### config.mk
export PLATFORM = sky130hd
export DESIGN_NAME = hazard_ctrl_flat
export DESIGN_NICKNAME = d
export VERILOG_FILES = /design/src/rtl/hazard_pkg.sv /design/src/rtl/hazard_ctrl_if.sv /design/src/rtl/hazard_ctrl_mc_sequencer.sv /design/src/rtl/hazard_ctrl.sv /design/src/flat_wrapper.sv
export SDC_FILE = /design/constraint.sdc
export NUM_CORES = 1
export LEC_CHECK = 0
export BUFFER_PORTS_ARGS = -buffer_cell sky130_fd_sc_hd__buf_2
export CAP_MARGIN = 40
export CORE_MARGIN = 2
export CORE_UTILIZATION = 39
export DETAILED_ROUTE_END_ITERATION = 7
export MAX_ROUTING_LAYER = met4
export PLACE_DENSITY = 0.8
export SLEW_MARGIN = 20
export SYNTH_ARGS = -nofsm -noshare
export SYNTH_HDL_FRONTEND = slang
export SYNTH_SLANG_ARGS = --single-unit
### constraint.sdc
create_clock -name CLK -period 2 [get_ports CLK]
set_clock_uncertainty 0.1 [all_clocks]
set_input_delay 0.3 -clock CLK [delete_from_list [all_inputs] [get_ports CLK]]
set_output_delay 0.3 -clock CLK [all_outputs]
set_load 0.01 [all_outputs]
### src/rtl/hazard_pkg.sv
// Shared types and constants for the pipeline hazard controller.
package hazard_pkg;

    localparam int unsigned MC_CNT_W = 4;

    typedef enum logic [1:0] {
        FWD_REG = 2'b00,
        FWD_WB  = 2'b01,
        FWD_MEM = 2'b10
    } fwd_sel_t;

    typedef enum logic [0:0] {
        IDLE = 1'b0,
        BUSY = 1'b1
    } mc_state_t;

    // A hit on the M stage outranks a hit on the W stage because M holds the younger result.
    function automatic fwd_sel_t fwd_sel(input logic matchM, input logic matchW);
        if (matchM) begin
            return FWD_MEM;
        end else if (matchW) begin
            return FWD_WB;
        end
        return FWD_REG;
    endfunction

endpackage

### src/rtl/hazard_ctrl_if.sv
// Pipeline <-> hazard controller signal bundle; master is the pipeline, slave is the controller.
import hazard_pkg::*;

interface hazard_ctrl_if #(parameter int unsigned REG_AW = 4);
    logic [REG_AW-1:0] RA1D, RA2D, RA1E, RA2E;
    logic [REG_AW-1:0] WA3E, WA3M, WA3W;
    logic              RegWriteM, RegWriteW;
    logic              MemtoRegE, BranchTakenE, MultiCycleE, CondExE;
    fwd_sel_t          ForwardAE, ForwardBE;
    logic              StallF, StallD, StallE;
    logic              FlushD, FlushE, FlushM;
    logic              MCBusy, MCDoneE;
`ifdef HAZARD_PERF_CNT_EN
    logic [31:0]       StallCycles, FlushCount;
`endif

    modport master (
        output RA1D, RA2D, RA1E, RA2E, WA3E, WA3M, WA3W,
        output RegWriteM, RegWriteW, MemtoRegE, BranchTakenE, MultiCycleE, CondExE,
        input  ForwardAE, ForwardBE, StallF, StallD, StallE,
        input  FlushD, FlushE, FlushM, MCBusy, MCDoneE
`ifdef HAZARD_PERF_CNT_EN
        , input StallCycles, FlushCount
`endif
    );

    modport slave (
        input  RA1D, RA2D, RA1E, RA2E, WA3E, WA3M, WA3W,
        input  RegWriteM, RegWriteW, MemtoRegE, BranchTakenE, MultiCycleE, CondExE,
        output ForwardAE, ForwardBE, StallF, StallD, StallE,
        output FlushD, FlushE, FlushM, MCBusy, MCDoneE
`ifdef HAZARD_PERF_CNT_EN
        , output StallCycles, FlushCount
`endif
    );

endinterface

### src/rtl/hazard_ctrl_mc_sequencer.sv
// Multi-cycle execute sequencer: tracks a MUL/DIV occupying E and flags its final cycle.
module mc_sequencer
    import hazard_pkg::*;
#(
    parameter int unsigned MC_LAT = 4
) (
    input  logic CLK,
    input  logic Reset,
    input  logic MultiCycleE,
    input  logic CondExE,
    output logic MCBusy,
    output logic MCDoneE
);

    mc_state_t             state, stateNext;
    logic [MC_CNT_W-1:0]   cnt, cntNext;

    always_ff @(posedge CLK) begin
        if (Reset) begin
            state <= IDLE;
            cnt   <= '0;
        end else begin
            state <= stateNext;
            cnt   <= cntNext;
        end
    end

    // The start cycle counts as the first of MC_LAT, and the done cycle as the last.
    always_comb begin
        stateNext = state;
        cntNext   = cnt;
        MCBusy    = 1'b0;
        MCDoneE   = 1'b0;
        case (state)
            IDLE: begin
                if (MultiCycleE && CondExE) begin
                    stateNext = BUSY;
                    cntNext   = MC_CNT_W'(MC_LAT - 2);
                    MCBusy    = 1'b1;
                end
            end
            BUSY: begin
                MCBusy = 1'b1;
                if (cnt == '0) begin
                    MCDoneE   = 1'b1;
                    stateNext = IDLE;
                end else begin
                    cntNext = cnt - MC_CNT_W'(1);
                end
            end
            default: stateNext = IDLE;
        endcase
        if (Reset) begin
            MCBusy  = 1'b0;
            MCDoneE = 1'b0;
        end
    end

endmodule

### src/rtl/hazard_ctrl.sv
// Hazard controller for the 5-stage core: forwarding, load-use stall, branch flush, MUL/DIV hold.
// Optional HAZARD_PERF_CNT_EN adds saturating stall/flush event counters.
module hazard_ctrl
    import hazard_pkg::*;
#(
    parameter int unsigned REG_AW = 4,
    parameter int unsigned MC_LAT = 4,
    parameter int unsigned PC_REG = 15
) (
    input  logic        CLK,
    input  logic        Reset,
    hazard_ctrl_if.slave hz
);

    localparam logic [REG_AW-1:0] PC_IDX = REG_AW'(PC_REG);

    logic ldStall;
    logic mcBusy, mcDone, mcHold;

    mc_sequencer #(
        .MC_LAT (MC_LAT)
    ) uSeq (
        .CLK         (CLK),
        .Reset       (Reset),
        .MultiCycleE (hz.MultiCycleE),
        .CondExE     (hz.CondExE),
        .MCBusy      (mcBusy),
        .MCDoneE     (mcDone)
    );

    assign ldStall = hz.MemtoRegE && ((hz.WA3E == hz.RA1D) || (hz.WA3E == hz.RA2D));
    assign mcHold  = mcBusy && !mcDone;

    // E is frozen while the multi-cycle unit holds it, so E-stage flushes are suppressed.
    always_comb begin
        hz.ForwardAE = fwd_sel(hz.RegWriteM && (hz.RA1E == hz.WA3M) && (hz.RA1E != PC_IDX),
                               hz.RegWriteW && (hz.RA1E == hz.WA3W) && (hz.RA1E != PC_IDX));
        hz.ForwardBE = fwd_sel(hz.RegWriteM && (hz.RA2E == hz.WA3M) && (hz.RA2E != PC_IDX),
                               hz.RegWriteW && (hz.RA2E == hz.WA3W) && (hz.RA2E != PC_IDX));
        hz.StallF    = ldStall || mcHold;
        hz.StallD    = ldStall || mcHold;
        hz.StallE    = mcHold;
        hz.FlushM    = mcHold;
        hz.FlushD    = hz.BranchTakenE && !mcHold;
        hz.FlushE    = (ldStall || hz.BranchTakenE) && !mcHold;
        hz.MCBusy    = mcBusy;
        hz.MCDoneE   = mcDone;
        if (Reset) begin
            hz.ForwardAE = FWD_REG;
            hz.ForwardBE = FWD_REG;
            hz.StallF    = 1'b0;
            hz.StallD    = 1'b0;
            hz.StallE    = 1'b0;
            hz.FlushD    = 1'b1;
            hz.FlushE    = 1'b1;
            hz.FlushM    = 1'b1;
            hz.MCBusy    = 1'b0;
            hz.MCDoneE   = 1'b0;
        end
    end

`ifdef HAZARD_PERF_CNT_EN
    logic [31:0] stallCycles, flushCount;

    always_ff @(posedge CLK) begin
        if (Reset) begin
            stallCycles <= '0;
            flushCount  <= '0;
        end else begin
            if (hz.StallF && (stallCycles != 32'hFFFF_FFFF)) begin
                stallCycles <= stallCycles + 32'd1;
            end
            if (hz.FlushE && (flushCount != 32'hFFFF_FFFF)) begin
                flushCount <= flushCount + 32'd1;
            end
        end
    end

    assign hz.StallCycles = stallCycles;
    assign hz.FlushCount  = flushCount;
`endif

endmodule

### src/flat_wrapper.sv
// flat-port wrapper written by rule: the top's interface ports become plain ports
module hazard_ctrl_flat import hazard_pkg::*;
#(
    parameter int unsigned REG_AW = 4,
    parameter int unsigned MC_LAT = 4,
    parameter int unsigned PC_REG = 15
)
  (CLK, Reset, hz_RA1D, hz_RA2D, hz_RA1E, hz_RA2E, hz_WA3E, hz_WA3M, hz_WA3W, hz_RegWriteM, hz_RegWriteW, hz_MemtoRegE, hz_BranchTakenE, hz_MultiCycleE, hz_CondExE, hz_ForwardAE, hz_ForwardBE, hz_StallF, hz_StallD, hz_StallE, hz_FlushD, hz_FlushE, hz_FlushM, hz_MCBusy, hz_MCDoneE);
  hazard_ctrl_if #(.REG_AW(REG_AW)) hz_i ();
  input  logic CLK;
  input  logic Reset;
  input wire logic [$bits(hz_i.RA1D)-1:0] hz_RA1D;
  input wire logic [$bits(hz_i.RA2D)-1:0] hz_RA2D;
  input wire logic [$bits(hz_i.RA1E)-1:0] hz_RA1E;
  input wire logic [$bits(hz_i.RA2E)-1:0] hz_RA2E;
  input wire logic [$bits(hz_i.WA3E)-1:0] hz_WA3E;
  input wire logic [$bits(hz_i.WA3M)-1:0] hz_WA3M;
  input wire logic [$bits(hz_i.WA3W)-1:0] hz_WA3W;
  input wire logic [$bits(hz_i.RegWriteM)-1:0] hz_RegWriteM;
  input wire logic [$bits(hz_i.RegWriteW)-1:0] hz_RegWriteW;
  input wire logic [$bits(hz_i.MemtoRegE)-1:0] hz_MemtoRegE;
  input wire logic [$bits(hz_i.BranchTakenE)-1:0] hz_BranchTakenE;
  input wire logic [$bits(hz_i.MultiCycleE)-1:0] hz_MultiCycleE;
  input wire logic [$bits(hz_i.CondExE)-1:0] hz_CondExE;
  output wire logic [$bits(hz_i.ForwardAE)-1:0] hz_ForwardAE;
  output wire logic [$bits(hz_i.ForwardBE)-1:0] hz_ForwardBE;
  output wire logic [$bits(hz_i.StallF)-1:0] hz_StallF;
  output wire logic [$bits(hz_i.StallD)-1:0] hz_StallD;
  output wire logic [$bits(hz_i.StallE)-1:0] hz_StallE;
  output wire logic [$bits(hz_i.FlushD)-1:0] hz_FlushD;
  output wire logic [$bits(hz_i.FlushE)-1:0] hz_FlushE;
  output wire logic [$bits(hz_i.FlushM)-1:0] hz_FlushM;
  output wire logic [$bits(hz_i.MCBusy)-1:0] hz_MCBusy;
  output wire logic [$bits(hz_i.MCDoneE)-1:0] hz_MCDoneE;
  assign hz_i.RA1D = hz_RA1D;
  assign hz_i.RA2D = hz_RA2D;
  assign hz_i.RA1E = hz_RA1E;
  assign hz_i.RA2E = hz_RA2E;
  assign hz_i.WA3E = hz_WA3E;
  assign hz_i.WA3M = hz_WA3M;
  assign hz_i.WA3W = hz_WA3W;
  assign hz_i.RegWriteM = hz_RegWriteM;
  assign hz_i.RegWriteW = hz_RegWriteW;
  assign hz_i.MemtoRegE = hz_MemtoRegE;
  assign hz_i.BranchTakenE = hz_BranchTakenE;
  assign hz_i.MultiCycleE = hz_MultiCycleE;
  assign hz_i.CondExE = hz_CondExE;
  assign hz_ForwardAE = hz_i.ForwardAE;
  assign hz_ForwardBE = hz_i.ForwardBE;
  assign hz_StallF = hz_i.StallF;
  assign hz_StallD = hz_i.StallD;
  assign hz_StallE = hz_i.StallE;
  assign hz_FlushD = hz_i.FlushD;
  assign hz_FlushE = hz_i.FlushE;
  assign hz_FlushM = hz_i.FlushM;
  assign hz_MCBusy = hz_i.MCBusy;
  assign hz_MCDoneE = hz_i.MCDoneE;
  hazard_ctrl #(.REG_AW(REG_AW), .MC_LAT(MC_LAT), .PC_REG(PC_REG)) u_core (.CLK(CLK), .Reset(Reset), .hz(hz_i));
endmodule
# --- Word-level counts from Yosys, hierarchy flattened ---
# Cells that the tools add are included.
classes:
  n_addsub: 1
  eq_ne: 10
  mux: 30
  bitwise: 1
  n_reduce_logical: 20
op_table:
  columns: ["op", "count"]
  rows:
  - ["== test 4 bit", 6]
  - ["2-to-1 mux 1 bit", 17]
  - ["2-to-1 mux 2 bit", 8]
  - ["logical AND 1 bit", 13]
  - ["2-to-1 mux 4 bit", 2]
  - ["inequality test 4 bit (second input constant)", 2]
  - ["one-hot mux 4 bit (2 select lines)", 1]
  - ["zero test 4 bit", 1]
  - ["inequality test 2 bit (second input constant)", 2]
  - ["one-hot mux 1 bit (2 select lines)", 2]
  - ["subtractor 4 x 1 -> 4 bit (second input constant)", 1]
  - ["logical OR 1 bit", 3]
  - ["zero test 1 bit", 2]
  - ["AND reduction 2 bit", 1]
  - ["NOT 1 bit", 1]
word_totals:
  regBits: 5
  input_bits: 36

# --- Depth between registers and ports, before layout ---
logic_depth:
  ltp_word: 9
  ltp_mapped: 6
  depth_no_buf: 6

# --- Hierarchy ---
# From an unflattened synthesis, not the netlist that was laid out.
unflattened:
  cells_unflattened: 83
  hier_area_um2: 655.6
modules_own_cells:
  columns: ["mod", "n_inst", "cells_each", "area_per_inst_um2"]
  rows:
  - ["hazard_ctrl", 1, 54, 384.1]
  - ["mc_sequencer", 1, 29, 271.5]

# --- Worst setup path after synthesis ---
# No wires, ideal clock.
synth_timing:
  kind: "reg-to-output"
  from: "register u_core.uSeq.cnt[0]"
  to: "output port hz_StallF"
  arrival_ns: 1.273
  slack_ns: 0.327
  stages_incl_launch_ff: 7
  n_path_buf: 1
  cell_sequence: "dfxtp_1 -> inv_1 -> ha_1 -> nand4bb_4 -> nand2_4 -> o22ai_1 -> buf_4"
synth_via:
  elab_chain_cells: 8
synth_lines:
  columns: ["element", "line", "source"]
  rows:
  - ["from (decl)", "hazard_ctrl_mc_sequencer.sv:16", "logic [MC_CNT_W-1:0] cnt, cntNext;"]
  - ["from (signal assigned)", "hazard_ctrl_mc_sequencer.sv:24", "cnt <= cntNext;"]
  - ["zero test 4 bit", "hazard_ctrl_mc_sequencer.sv:44", "if (cnt == '0) begin"]
  - ["2-to-1 mux 1 bit", "hazard_ctrl_mc_sequencer.sv:44", null]
  - ["2-to-1 mux 1 bit", "hazard_ctrl_mc_sequencer.sv:34", "case (state)"]
  - ["2-to-1 mux 1 bit", "hazard_ctrl_mc_sequencer.sv:53", "if (Reset) begin"]
  - ["zero test 1 bit", "hazard_ctrl.sv:32", "assign mcHold = mcBusy && !mcDone;"]
  - ["logical AND 1 bit", "hazard_ctrl.sv:32", null]
  - ["logical OR 1 bit", null, null]
  - ["2-to-1 mux 1 bit", null, null]
  - ["to (decl)", "flat_wrapper.sv:27", "output wire logic [$bits(hz_i.StallF)-1:0] hz_StallF;"]
# No other way between the ends.

# --- Worst setup path after layout ---
layout_timing:
  from: "register u_core.uSeq.cnt[0]"
  to: "output port hz_FlushE"
layout_via:
  elab_chain_cells: 9
layout_lines:
  columns: ["element", "line", "source"]
  rows:
  - ["zero test 4 bit", "hazard_ctrl_mc_sequencer.sv:44", null]
  - ["2-to-1 mux 1 bit", "hazard_ctrl_mc_sequencer.sv:44", null]
  - ["2-to-1 mux 1 bit", "hazard_ctrl_mc_sequencer.sv:34", null]
  - ["2-to-1 mux 1 bit", "hazard_ctrl_mc_sequencer.sv:53", null]
  - ["zero test 1 bit", "hazard_ctrl.sv:32", null]
  - ["logical AND 1 bit", "hazard_ctrl.sv:32", null]
  - ["zero test 1 bit", "hazard_ctrl.sv:45", "hz.FlushE = (ldStall || hz.BranchTakenE) && !mcHold;"]
  - ["logical AND 1 bit", "hazard_ctrl.sv:45", null]
  - ["2-to-1 mux 1 bit", "hazard_ctrl.sv:48", "if (Reset) begin"]
  - ["to (decl)", "flat_wrapper.sv:31", "output wire logic [$bits(hz_i.FlushE)-1:0] hz_FlushE;"]
# No other way between the ends.

==> flow_metrics.tcl <==
set metrics [dict create \
    outcome "finished clean" \
    cts_hold_buf 0 \
    io_pins 48 \
    drtAntennaViolNets 0 \
    wirelength_um 1610 \
    drive_above_1_share_pct 44.7 \
    synth_area_um2 632 \
    hold_viol 0 \
    drc 0 \
    fin_crit_ns 1.90 \
    worstHoldStart "Reset" \
    clk_pin_slew_ns 0.04 \
    worstPathRequired_ns 1.60 \
    min_period_over_period_pct 94.8 \
    fin_nets 170 \
    numCtsBuffers 3 \
    multiInputGateArea_um2 515 \
    cts.sinks 5 \
    fmax_mhz 527 \
    r2r-end "u_core.uSeq.cnt[2]$_SDFFE_PP0P_" \
    r2r_start "u_core.uSeq.cnt[0]$_SDFFE_PP0P_" \
    rows 14 \
    syn_area_per_cell_um2 7.80 \
    grt_pass1_vias 707 \
    instances_no_fill 148 \
    cap_violations 0 \
    hold_class "in -> reg" \
    h-tree-depth 1 \
    netlist.area_leader.share_pct 19.4 \
    rsz0062_at_grt "false" \
    dr_total_vias 731 \
    routabilityCongestion 0.875 \
    firstDrtPassIters 4 \
    hold_path_end "u_core.uSeq.cnt[0]$_SDFFE_PP0P_" \
    place_inst 143 \
    cts-root-buf "clkbuf_4" \
    tightest_slew_ns 0.263 \
    netlist.top_cell.by_area "xor2_1" \
    end_kind "output port" \
    reg2reg_depth 7 \
    ys_ff_latch 5 \
    final.setup.tns_ns 0 \
    final_core_util_pct 61.2 \
    cts_tree "built" \
    ir_drop_uv 265 \
    chipHeight_um 44.3 \
    cp.arrival_ns 1.50 \
    critPathMaxFanout 8 \
    postSynthCellCount 81 \
    seq_area_frac_synth_pct 15.8 \
    die-area_um2 1960 \
    regToRegSetupSlack_ns 0.57 \
    critPathKind "reg -> out" \
    slew_viol_final 0 \
    coreArea_um2 1510 \
    power_density_nw_per_um2 476 \
    syn_to_final_growth_pct 45.9 \
    finalSetupViolations 0 \
    crit_path_start_kind "flop" \
    viasPerCell 4.94 \
    p_leak_nw 0.452 \
    fillers 160 \
    yosys_warnings 0 \
    drt_iter0_drc 4 \
    clock_path_buffers 2 \
    holdWs_ns 0.333 \
    seqCellArea_um2 103 \
    die_width_um 44.3 \
    dpl.hpwl_um 1430 \
    wl_per_cell_um 10.9 \
    syn-num-nets 118 \
    dp_slack_ns 0.228 \
    min_path_cells 3 \
    slew_headroom_pct 82.3 \
    antenna_found_initial 0 \
    fin_ws_ns 0.103 \
    grt_max_degree 14 \
    n_antenna_cell 0 \
    synthTopCellsByArea "xor2_1 (19%), dfxtp_1 (16%), xnor2_1 (11%)" \
    clock_latency_ns 0.24 \
    start_util_pct 41.9 \
    synth.distinct_cells 30 \
    grt_pass1_wl_um 2810 \
    gr-total-overflow 0 \
    placement.io_buffers 47 \
    grt_usage_pct 19.9 \
]
==> Yosys cell counts <==
cell type  number
xnor2_1         8
nand2_4         1
buf_4           1
o21bai_1        2
a41oi_1         1
and3_1          1
nand2_1         4
a31oi_1         1
o21ai_0         2
a31o_1          1
o2111ai_1       1
dfxtp_1         5
and3b_1         1
a21o_4          1
a21oi_1         3
a21o_1          1
nor2b_1         2
ha_1            1
inv_1           2
nand3_1         8
nor3_1          1
nand2b_1        3
nand4_1         1
clkbuf_1        1
o22ai_1         1
nor2_1          8
or2_2           1
nand4bb_4       1
nor4_1          3
xor2_1         14
==> flip-flops by register name (all words and copies together) (netlist names) <==
name / cells
u_core.uSeq.cnt: 4
u_core.uSeq.state: 1
==> what timing repair did <==
item / in CTS / in global routing
buffers inserted: 1 / 0
pin swaps: 0 / 2
gates resized for setup: 0 / 3
setup endpoints to repair: 1 / 1
==> cells in the final DEF, fill, tap and decap left out, types with 2 or more instances in the layout <==
cell type,count
a21oi_1,3
buf_2,47
buf_4,2
clkbuf_4,3
dfxtp_1,3
dfxtp_2,2
inv_1,2
nand2_1,4
nand2b_1,3
nand3_1,8
nor2_1,8
nor2b_1,2
nor4_1,3
o21ai_0,2
o21bai_1,2
xnor2_1,8
xor2_1,14
==> critical path, cell delays in order (launching register included) <==
cell and delay, ns:
dfxtp_2 0.34, inv_1 0.06, ha_2 0.20, nand4bb_4 0.11
nand2_4 0.09, a21o_1 0.17, o21bai_1 0.15, buf_2 0.14
==> through the flow <==
stage / area [um^2] / total power, mW
2_1_floorplan: 632 / 0.242
3_3_place_gp: 883 / 0.316
3_5_place_dp: 883 / 0.324
4_1_cts: 917 / 0.445
5_1_grt: 922 / 0.477
6_report: 922 / 0.439
==> area by class of cell <==
type / count / share of cell area (%)
repair buffers: 49 / 27.1
multi-input cells: 72 / 55.9
inverters: 2 / 0.814
clock buffers: 4 / 2.85
flip-flops and latches: 5 / 11.1
well taps: 16 / 2.17
==> power by group <==
group / total (mW) / switching [mW] / internal, mW / leakage [nW]
registers: 0.123 / 0.0102 / 0.113 / 0.0419
logic: 0.202 / 0.0987 / 0.103 / 0.395
clock network: 0.114 / 0.0388 / 0.0752 / 0.0150
total: 0.439 / 0.148 / 0.292 / 0.452
==> routing by layer <==
layer	track usage (%)	share of wire, %	up-vias
met5	-	0	-
met3	2.86	8.9	0
met1	21.1	39	311
met4	9.09	0	0
li1	-	-	386
met2	35.9	52	34
==> cell families (layout without fill, tap and decap cells) <==
family,Yosys count,count (layout),synth area share [%]
adders and majority gates,1,1,1.98
and+or+nand+nor,35,35,32.7
DFF,5,5,15.8
AOI/OAI and AO/OA,14,14,16.0
xor gates and xnor gates,22,22,30.5
buffers and inverters,4,55,2.97
==> how the worst max path moves through the flow <==
stage | to | startpoint | slack, ns | cells past startpoint
final | hz_FlushE | u_core.uSeq.cnt[0]$_SDFFE_PP0P_ | 0.10 | 7
after global routing | hz_FlushE | u_core.uSeq.cnt[0]$_SDFFE_PP0P_ | 0.001 | 7
after CTS | hz_FlushE | u_core.uSeq.cnt[0]$_SDFFE_PP0P_ | 0.0001 | 7
after detailed placement | hz_FlushE | u_core.uSeq.cnt[0]$_SDFFE_PP0P_ | 0.23 | 7
after global placement | hz_FlushE | u_core.uSeq.cnt[0]$_SDFFE_PP0P_ | 0.29 | 7
after floorplan | hz_StallF | u_core.uSeq.cnt[0]$_SDFFE_PP0P_ | 0.33 | 6
No activity file was read; power rests on OpenSTA's default activity.
